**config.mk**
```make
export PLATFORM = sky130hd
export DESIGN_NAME = mac_seq_ctrl
export DESIGN_NICKNAME = d
export VERILOG_FILES = /design/src/rtl/mac_seq_ctrl.sv
export SDC_FILE = /design/constraint.sdc
export NUM_CORES = 1
export LEC_CHECK = 0
export CAP_MARGIN = 20
export CORE_UTILIZATION = 56
export DETAILED_ROUTE_END_ITERATION = 8
export PLACE_DENSITY = 0.82
export SLEW_MARGIN = 20
export SYNTH_ARGS = -nofsm -noshare
export SYNTH_HDL_FRONTEND = slang
export SYNTH_SLANG_ARGS = --single-unit
```
**constraint.sdc**
```tcl
create_clock -name clk -period 7.66 [get_ports clk]
set_clock_uncertainty 0.2 [all_clocks]
set_input_delay 1.149 -clock clk [delete_from_list [all_inputs] [get_ports clk]]
set_output_delay 1.149 -clock clk [all_outputs]
set_load 0.02 [all_outputs]
```
**src/rtl/mac_seq_ctrl.sv**
```systemverilog
// Job sequencer for a weight-stationary bit-split MAC: loads one weight, streams
// activations into a local accumulator and hands back one psum per job.
module mac_seq_ctrl #(
    parameter int BW      = 4,
    parameter int PSUM_BW = 24,
    parameter int LW      = 8
) (
    input  logic               clk,
    input  logic               reset,
    input  logic               start,
    input  logic               cfg_act_mode,
    input  logic [LW-1:0]      cfg_len,
    input  logic [PSUM_BW-1:0] cfg_psum,
    input  logic               abort,
    input  logic               w_valid,
    output logic               w_ready,
    input  logic [BW-1:0]      w_data,
    input  logic               a_valid,
    output logic               a_ready,
    input  logic [BW-1:0]      a_data,
    output logic               out_valid,
    input  logic               out_ready,
    output logic [PSUM_BW-1:0] out_psum,
    output logic               act_mode,
    output logic               busy,
    output logic [LW-1:0]      a_count
);

    localparam int HB = BW / 2;
    localparam int HP = PSUM_BW / 2;

    typedef enum logic [1:0] {
        IDLE,
        LOAD_W,
        RUN,
        DONE
    } state_t;

    state_t state, state_next;

    logic [PSUM_BW-1:0] acc;
    logic [PSUM_BW-1:0] acc_mac;
    logic [BW-1:0]      w_reg;
    logic [LW-1:0]      len_reg;
    logic [LW-1:0]      a_count_inc;

    logic signed [PSUM_BW-1:0] w_full, a_full, prod_full;
    logic signed [HP-1:0]      w_half, a_lo, a_hi, prod_lo, prod_hi;

    assign a_count_inc = a_count + LW'(1);

    always_ff @(posedge clk or posedge reset) begin
        if (reset) begin
            state <= IDLE;
        end else begin
            state <= state_next;
        end
    end

    // abort overrides every state, including a start arriving in IDLE
    always_comb begin
        state_next = state;
        if (abort) begin
            state_next = IDLE;
        end else begin
            case (state)
                IDLE:   if (start) state_next = (cfg_len == '0) ? DONE : LOAD_W;
                LOAD_W: if (w_valid) state_next = RUN;
                RUN:    if (a_valid && (a_count_inc == len_reg)) state_next = DONE;
                DONE:   if (out_ready) state_next = IDLE;
                default: state_next = IDLE;
            endcase
        end
    end

    // Activations are unsigned, so they are zero-extended before the signed multiply;
    // split mode keeps two independent lanes with no carry between them.
    always_comb begin
        w_full    = PSUM_BW'($signed(w_reg));
        a_full    = PSUM_BW'(a_data);
        prod_full = a_full * w_full;
        w_half    = HP'($signed(w_reg));
        a_lo      = HP'(a_data[HB-1:0]);
        a_hi      = HP'(a_data[BW-1:HB]);
        prod_lo   = a_lo * w_half;
        prod_hi   = a_hi * w_half;
        if (act_mode) begin
            acc_mac = {acc[PSUM_BW-1:HP] + prod_hi, acc[HP-1:0] + prod_lo};
        end else begin
            acc_mac = acc + prod_full;
        end
    end

    always_ff @(posedge clk or posedge reset) begin
        if (reset) begin
            acc      <= '0;
            a_count  <= '0;
            act_mode <= 1'b0;
            len_reg  <= '0;
            w_reg    <= '0;
        end else if (abort) begin
            acc     <= '0;
            a_count <= '0;
        end else begin
            case (state)
                IDLE: begin
                    if (start) begin
                        acc      <= cfg_psum;
                        a_count  <= '0;
                        act_mode <= cfg_act_mode;
                        len_reg  <= cfg_len;
                    end
                end
                LOAD_W: begin
                    if (w_valid) w_reg <= w_data;
                end
                RUN: begin
                    if (a_valid) begin
                        acc     <= acc_mac;
                        a_count <= a_count_inc;
                    end
                end
                default: ;
            endcase
        end
    end

    assign w_ready   = (state == LOAD_W);
    assign a_ready   = (state == RUN);
    assign out_valid = (state == DONE);
    assign busy      = (state != IDLE);
    assign out_psum  = acc;

endmodule

```
==> results.yml, run 1 <==
worst_setup_path:
  crit_path_end_kind: "flip-flop"
  worstSetupStartpointType: "input pin"
  cp.arrival_ps: 6820
  crit_required_ps: 7690
  crit_chain: "clkdlybuf4s50_1, nand2b_1, fa_1, fa_1, fa_1, inv_1, ha_1, a21o_1, a21oi_1, o21bai_1, a21oi_1, xnor2_1, ha_1, o21a_1, nor2_1, a211oi_1, nor2_1, a211oi_2, o21ai_0, a31oi_1, mux2_2, o31ai_1"
  path_class: "in -> reg"
  cpPeakStageDelay_ps: 540
  r2r_slack_ps: 1690
  slowest_stage: "fa_1"
  worstPathMaxFanout: 5
  crit_top_cell: "fa_1"
logic_synthesis:
  ys.flop_type: "dfrtp_1"
  yosys_warnings: 0
  synth_fp_nets: 804
  avgSynthCellArea_um2: 8.27
  syn-cell-area_um2: 5530
  synth_top_cells_by_count: "ha_1, inv_1, nand2_1"
  synth_area_leaders: "dfrtp_1, ha_1, xnor2_1, a21oi_1, o21ai_0"
  synthCells: 668
  synth.distinct_cells: 63
  yosys.area.top_type_share_pct: 21.3
  synth_seq_cells: 47
  yosys.area.top_type: "dfrtp_1"
  seq_area_frac_synth_pct: 21.3
  synth.most_common_cell: "ha_1"
  async_reset_ff_share_pct: 100
  synth_edf_count: 0
cts:
  htreeDepth: 2
  cts-buffers-inserted: 5
  post_cts_buffers: 0
  clk_latency_ps: 320
  cts_resized: 0
  clock_path_buffers: 2
  clk_pin_slew_ps: 110
  postCtsHoldBufs: 0
  clock-sinks: 47
  tritoncts: "done"
  cts_root_buf: "clkbuf_8"
detailed_routing:
  dr.pass1.iters: 7
  drt_iter0_markers: 427
  routed_wl_um: 15100
  vias_per_cell: 6.12
  num_vias: 5337
  drcViolationCount: 0
  drtAntennaViolNets: 0
  wl_per_cell_um: 17.3
floorplan:
  die_y_um: 101
  chipWidth_um: 101
  start_util_pct: 58.7
  core_area_um2: 9420
  fp-row-count: 35
  ios: 85
  die_area_um2: 10300
cells_and_area:
  area_growth_pct: 19.2
  largest_reg_flops: 24
  n_antenna_cell: 0
  postLayoutCellArea_um2: 6590
  layoutNonFillerInstCount: 872
  nets: 878
  drive_above_1_share_pct: 5.11
  fill_cells: 770
flow_run:
  cap_violations: 0
global_route:
  grt_pass1_vias: 5312
  antenna_found_initial: 0
  grt_pass1_wl_um: 25000
  grtUsageTotal_pct: 30.6
  grt_max_degree: 48
  overflow: 0
outcome:
  outcome: "completed"
timing:
  fin_setup_tns_ps: 0
  fin_ws_ps: 872
  tightestPinTransition_ps: 1060
  rsz0062_at_grt: "no"
  slew_headroom_pct: 28.3
  maxSlewViolCount: 0
  fin_crit_sh_pct: 88.6
  fin_crit_ps: 6790
  finalSetupViolCount: 0
  max_freq_mhz: 147
  hold_viol: 0
placed_design:
  place_area_um2: 6490
  gp_congestion: 0.913
  port_buffers: 84
  pre_cts_ws_ps: 588
  hpwl_um: 11500
  dp.cells: 864
hold_path:
  holdCritPathClass: "reg -> reg"
power_and_ir_drop:
  power_density_nw_per_um2: 441
  irDropWorstVdd_mv: 0.261
  leakagePower_nw: 3.14
## critical path: cells and delay by family
kind            cells  cell delay, ps
mux                 1             350
fa+ha+maj           5            2220
xor+xnor            1             170
buf+inv             2             500
simple gates        3             410
compound gates     10            2020
## area by class of cell
cell class                      count  area [µm²]  share of cell area (%)
Clock buffer                        5        68.8                    1.04
Clock inverter                      3        27.5                   0.418
Inverter                           60         226                    3.44
Multi-Input combinational cell    538        4040                    61.4
Sequential cell                    47        1180                    17.9
Tap cell                          129         161                    2.45
Timing Repair Buffer               90         886                    13.4
## per-stage QoR
step	hold WS, ps	utilization (%)	power (mW)
after detailed placement	319	68.9	2.68
after floorplan	300	-	2.11
final	341	70.0	2.90
after global placement	312	68.9	2.59
after CTS	344	69.9	2.87
after global routing	358	70.0	3.16
## placed cells by master (no fill, tap or decap), types with 12 or more instances in the layout
cell type / Yosys / layout
dfrtp_1: 47 / 47
o21ai_0: 46 / 46
mux2_2: 14 / 14
nor2_1: 45 / 44
ha_1: 79 / 79
nand3_1: 12 / 12
a21o_1: 21 / 21
nand2_1: 54 / 54
xor2_1: 14 / 14
a21oi_1: 50 / 50
o211ai_1: 14 / 14
inv_1: 60 / 59
clkdlybuf4s50_1: 0 / 84
xnor2_1: 35 / 35
## layer usage
layer / part of all wire (%) / routed length (µm) / global-route usage (%)
met5: 0 / 0 / 0
met4: 2.0 / 306 / 9.92
met3: 6.6 / 988 / 4.42
met2: 49 / 7330 / 53.7
met1: 43 / 6430 / 38.8
## final timing paths
path,endpoint,cells after the start,start
min in group asynchronous,state[0],2,reset
setup / recovery,out_psum[22],22,a_data[0]
hold / removal,len_reg[5],1,len_reg[5]
max in group asynchronous,out_psum[4],2,reset
setup reg to reg,out_psum[22],21,w_reg[3]
hold reg to reg,len_reg[5],1,len_reg[5]
## power by group
part	switching, mW	total (mW)	internal, mW	leakage (nW)
Combinational	1.29	2.28	0.982	2.48
Clock	0.107	0.175	0.0681	0.0467
Sequential	0.112	0.451	0.339	0.610
Total	1.51	2.90	1.39	3.14
## cell families after synthesis
kind of cell	Yosys count	share of synthesized area (%)
XOR/XNOR	49	7.77
AO/OA/AOI/OAI	206	24.9
buffers and inverters	83	5.68
multiplexers	19	3.76
flip-flops	47	21.3
AND/OR/NAND/NOR	176	15.5
adder cells (fa/ha/maj)	88	21.2
Note: power is estimated with default switching activity, not from simulation.
==> run 2: changes to the inputs <==
- SLEW_MARGIN: 20 -> not set
==> run 2 against run 1 <==
- first-iteration DRC count is 8.4% lower
- global-route usage stayed put
- die area stayed put
- largest cell class unchanged
- largest power group unchanged
==> results.yml, run 2 (synthesis results as in run 1) <==
cells_and_area:
  mostFrequentLayoutCells: "clkdlybuf4s50_1, ha_1, inv_1"
  n_antenna_cell: 0
  multi_input_area_um2: 4040
  layout_commonest_cell: "clkdlybuf4s50_1"
  drive_above_1_share_pct: 5.23
  largest_reg_flops: 24
  nets: 880
  fill_cells: 767
  area_growth_pct: 19.7
  final-seq-area_um2: 1180
  postLayoutCellArea_um2: 6620
  layoutNonFillerInstCount: 874
outcome:
  outcome: "completed"
detailed_routing:
  num_vias: 5349
  drcViolationCount: 0
  dr.pass1.iters: 6
  wl_per_cell_um: 17.3
  routed_wl_um: 15100
  vias_per_cell: 6.12
  drtAntennaViolNets: 0
  drt_iter0_markers: 391
floorplan:
  core_area_um2: 9420
  start_util_pct: 58.7
  die_area_um2: 10300
  die_y_um: 101
  ios: 85
  chipWidth_um: 101
  fp-row-count: 35
worst_setup_path:
  timing.rr.end: "out_psum[22]"
  crit_required_ps: 7690
  r2r_slack_ps: 1620
  path_class: "in -> reg"
  worstPathMaxFanout: 5
  timing.rr.start: "w_reg[3]"
  crit_path_end: "out_psum[22]"
  crit_path_end_kind: "flip-flop"
  cp.arrival_ps: 6880
  worst_r2r_path_depth: 21
  worstSetupStartpoint: "a_data[0]"
  worstSetupStartpointType: "input pin"
cts:
  cts_root_buf: "clkbuf_8"
  clock_path_buffers: 2
  clk_latency_ps: 320
  cts-buffers-inserted: 5
  cts_resized: 0
  clk_pin_slew_ps: 110
  postCtsHoldBufs: 0
  htreeDepth: 2
  post_cts_buffers: 0
  clock-sinks: 47
  tritoncts: "done"
timing:
  hold_viol: 0
  maxSlewViolCount: 0
  finalSetupViolCount: 0
  slew_headroom_pct: 28.2
  max_freq_mhz: 146
  tightestPinTransition_ps: 1070
  fin_crit_ps: 6850
  holdWs_ps: 341
  fin_setup_tns_ps: 0
  fin_crit_sh_pct: 89.4
  rsz0062_at_grt: "no"
global_route:
  antenna_found_initial: 0
  grtUsageTotal_pct: 30.6
  grt_pass1_wl_um: 25000
  overflow: 0
  grt_max_degree: 48
  grt_pass1_vias: 5312
power_and_ir_drop:
  power_density_nw_per_um2: 439
  seqPwrFrac_pct: 15.6
  irDropWorstVdd_mv: 0.263
  switching_power_mw: 1.51
  p_int_mw: 1.39
  pwr-share-comb_pct: 78.4
  pwr-share-clk_pct: 6.0
  swShare_pct: 52.0
  leakagePower_nw: 3.15
placed_design:
  dp.cells: 864
  gp_congestion: 0.913
  hpwl_um: 11500
  place_area_um2: 6490
  port_buffers: 84
hold_path:
  holdCritPathClass: "reg -> reg"
flow_run:
  cap_violations: 0
-- run 2: cell count changes in the layout (fill, tap and decap cells not counted) --
| cell | before | now |
|---|---|---|
| buf_12 | 0 | 1 |
| buf_6 | 0 | 1 |
| clkinv_2 | 1 | 0 |
| inv_2 | 0 | 1 |
| nor2_1 | 44 | 45 |
| nor2_2 | 2 | 1 |
-- run 2: worst max-delay path, stage by stage --
cell             delay [ps]
clkdlybuf4s50_1         450
nand2b_1                190
fa_1                    530
fa_1                    540
fa_1                    520
inv_1                    40
ha_1                    200
a21o_1                  180
a21oi_1                 250
o21bai_1                 90
a21oi_1                 170
xnor2_1                 180
ha_1                    430
o21a_1                  170
nor2_1                   70
a211oi_1                370
nor2_1                  150
a211oi_2                300
o21ai_0                 170
a31oi_1                 180
mux2_2                  350
o31ai_1                 190
-- run 2: final cells by class --
type / instances / area share [%]
Multi-Input combinational cell: 538 / 61.1
Sequential cell: 47 / 17.8
Timing Repair Buffer: 92 / 13.9
Inverter: 60 / 3.40
Tap cell: 129 / 2.44
Clock buffer: 5 / 1.04
Clock inverter: 3 / 0.416
-- run 2: worst min path at each step --
stage               cells after the start        from         end  slack, ps
floorplan                               1  len_reg[4]  len_reg[4]        300
finish                                  1  len_reg[5]  len_reg[5]        340
detailed placement                      1  len_reg[6]  len_reg[6]        320
global placement                        1  len_reg[7]  len_reg[7]        310
global route                            1  len_reg[5]  len_reg[5]        360
CTS                                     1  len_reg[5]  len_reg[5]        340
-- run 2: per-layer routing --
metal	track usage (%)	vias to the layer above	share of wire [%]
met5	0	-	0
met3	4.42	37	7.2
met2	53.7	203	48
li1	-	2563	-
met1	38.8	2546	42
met4	9.92	0	2.2
-- run 2: metrics by stage --
| step | setup slack [ps] | power [mW] | util, % |
|---|---|---|---|
| 5_1_grt | 496 | 3.16 | 70.3 |
| 2_1_floorplan | 1170 | 2.11 | - |
| 6_report | 809 | 2.90 | 70.3 |
| 4_1_cts | 890 | 2.87 | 69.9 |
| 3_3_place_gp | 793 | 2.59 | 68.9 |
| 3_5_place_dp | 588 | 2.68 | 68.9 |
-- run 2: power by group through the flow --
stage	registers, mW	logic (mW)	clock network [mW]
after floorplan	0.493	1.62	0
after detailed placement	0.455	2.23	0
after global routing	0.463	2.51	0.185
final	0.452	2.28	0.174
after global placement	0.448	2.14	0
after CTS	0.449	2.25	0.176
==> run 3: changes to the inputs <==
- PLACE_DENSITY: 0.82 -> 0.89
==> run 3 against run 2 <==
- clock power decreased by 2%
- critical endpoint is now out_psum[18]
- utilization fell by 0.093 points
- count of clock-buffer cells in the layout increased by 1
- sequential power hardly changed
- global-route usage grew 0.58 points
- fmax about the same
- final cell count down 0.11%
- power grew 0.28%
- largest power group unchanged
- hold slack worse by 3.6 ps
==> results.yml, run 3 (synthesis results as in run 1) <==
detailed_routing:
  vias_per_cell: 6.28
  drtAntennaViolNets: 0
  routed_wl_um: 15300
  num_vias: 5483
  dr.pass1.iters: 5
  drcViolationCount: 0
  drt_iter0_markers: 372
  wl_per_cell_um: 17.5
hold_path:
  holdCritPathClass: "reg -> reg"
worst_setup_path:
  path_class: "in -> reg"
  cp.arrival_ps: 6840
  crit_path_end_kind: "flip-flop"
  worstSetupStartpointType: "input pin"
  worstPathMaxFanout: 14
  crit_required_ps: 7650
power_and_ir_drop:
  power_density_nw_per_um2: 441
  leakagePower_nw: 3.15
  power.total_mw: 2.91
  irDropWorstVdd_mv: 0.202
floorplan:
  die_y_um: 101
  core_area_um2: 9420
  chipWidth_um: 101
  die_area_um2: 10300
  ios: 85
  start_util_pct: 58.7
  fp-row-count: 35
cts:
  clk_pin_slew_ps: 100
  post_cts_buffers: 0
  tritoncts: "done"
  cts-buffers-inserted: 5
  cts_resized: 0
  clock_path_buffers: 2
  clock-sinks: 47
  cts_root_buf: "clkbuf_8"
  htreeDepth: 2
  postCtsHoldBufs: 0
  clk_latency_ps: 310
flow_run:
  cap_violations: 0
timing:
  rsz0062_at_grt: "no"
  holdWs_ps: 337
  fin_crit_ps: 6850
  slew_headroom_pct: 28.7
  hold_viol: 0
  maxSlewViolCount: 0
  fin_setup_tns_ps: 0
  finalSetupViolCount: 0
  max_freq_mhz: 146
  fin_crit_sh_pct: 89.4
  tightestPinTransition_ps: 1060
outcome:
  outcome: "completed"
global_route:
  antenna_found_initial: 0
  grt_pass1_vias: 5658
  grt_pass1_wl_um: 25500
  overflow: 0
  grt_max_degree: 48
  grtUsageTotal_pct: 31.2
cells_and_area:
  n_antenna_cell: 0
  layoutNonFillerInstCount: 873
  mostFrequentLayoutCells: "clkdlybuf4s50_1, ha_1, inv_1"
  largest_reg_flops: 24
  nets: 879
  layout_commonest_cell: "clkdlybuf4s50_1"
  area_growth_pct: 19.6
  postLayoutCellArea_um2: 6610
  drive_above_1_share_pct: 5.11
placed_design:
  place_area_um2: 6480
  gp_congestion: 0.931
  hpwl_um: 11700
  port_buffers: 84
  dp.cells: 863
==> run 3: cell types whose count changed in the layout (fill, tap and decap cells not counted) <==
cell      before  now
buf_6          1    0
clkbuf_8       5    6
clkinv_4       0    1
inv_6          1    0
inv_8          1    0
==> run 3: per-layer routing <==
metal | wire, µm | track usage [%] | vias to the layer above
met3 | 1100 | 6.28 | 65
met1 | 6370 | 37.6 | 2601
li1 | - | - | 2568
met2 | 7280 | 53.7 | 249
met4 | 550 | 14.4 | 0
met5 | 0 | 0 | -
==> run 3: critical path: stages <==
cell	delay, ps
clkdlybuf4s50_1	470
nand2b_1	210
fa_1	560
fa_1	530
fa_1	520
inv_1	40
ha_1	200
a21o_1	170
a21oi_1	220
o21bai_1	90
a21oi_1	170
xnor2_1	280
buf_4	310
ha_1	290
a21oi_1	200
nor3b_1	410
a211oi_2	150
o31a_1	300
or3_1	310
a21oi_1	150
o21ai_0	90
==> run 3: report_power, final <==
| group | total [mW] | switching (mW) | internal (mW) | leakage, nW |
|---|---|---|---|---|
| Sequential | 0.455 | 0.116 | 0.339 | 0.610 |
| Combinational | 2.29 | 1.30 | 0.984 | 2.49 |
| Clock | 0.170 | 0.0963 | 0.0740 | 0.0474 |
==> run 3: area by class of cell <==
type                       count  area, µm²
timing repair buffer          91        906
multi-input combinational    538       4040
clock inverter                 2       16.3
clock buffer                   6       82.6
tap                          129        161
sequential                    47       1180
fill                         738       2810
inverter                      60        225
==> run 3: final timing paths <==
check,startpoint,end,slack [ps],cells past startpoint
setup / recovery,a_data[0],out_psum[18],810,21
min in group asynchronous,reset,a_count[5],840,2
hold / removal,len_reg[1],len_reg[1],340,1
setup reg to reg,w_reg[3],out_psum[18],1630,20
hold reg to reg,len_reg[1],len_reg[1],340,1
max in group asynchronous,reset,out_psum[22],5940,3
==> run 3: metrics by stage <==
| step | worst slack [ps] | utilization (%) |
|---|---|---|
| finish | 811 | 70.2 |
| global route | 504 | 70.2 |
| CTS | 886 | 69.9 |
| detailed placement | 582 | 68.8 |
| global placement | 811 | 68.8 |
| floorplan | 1170 | - |
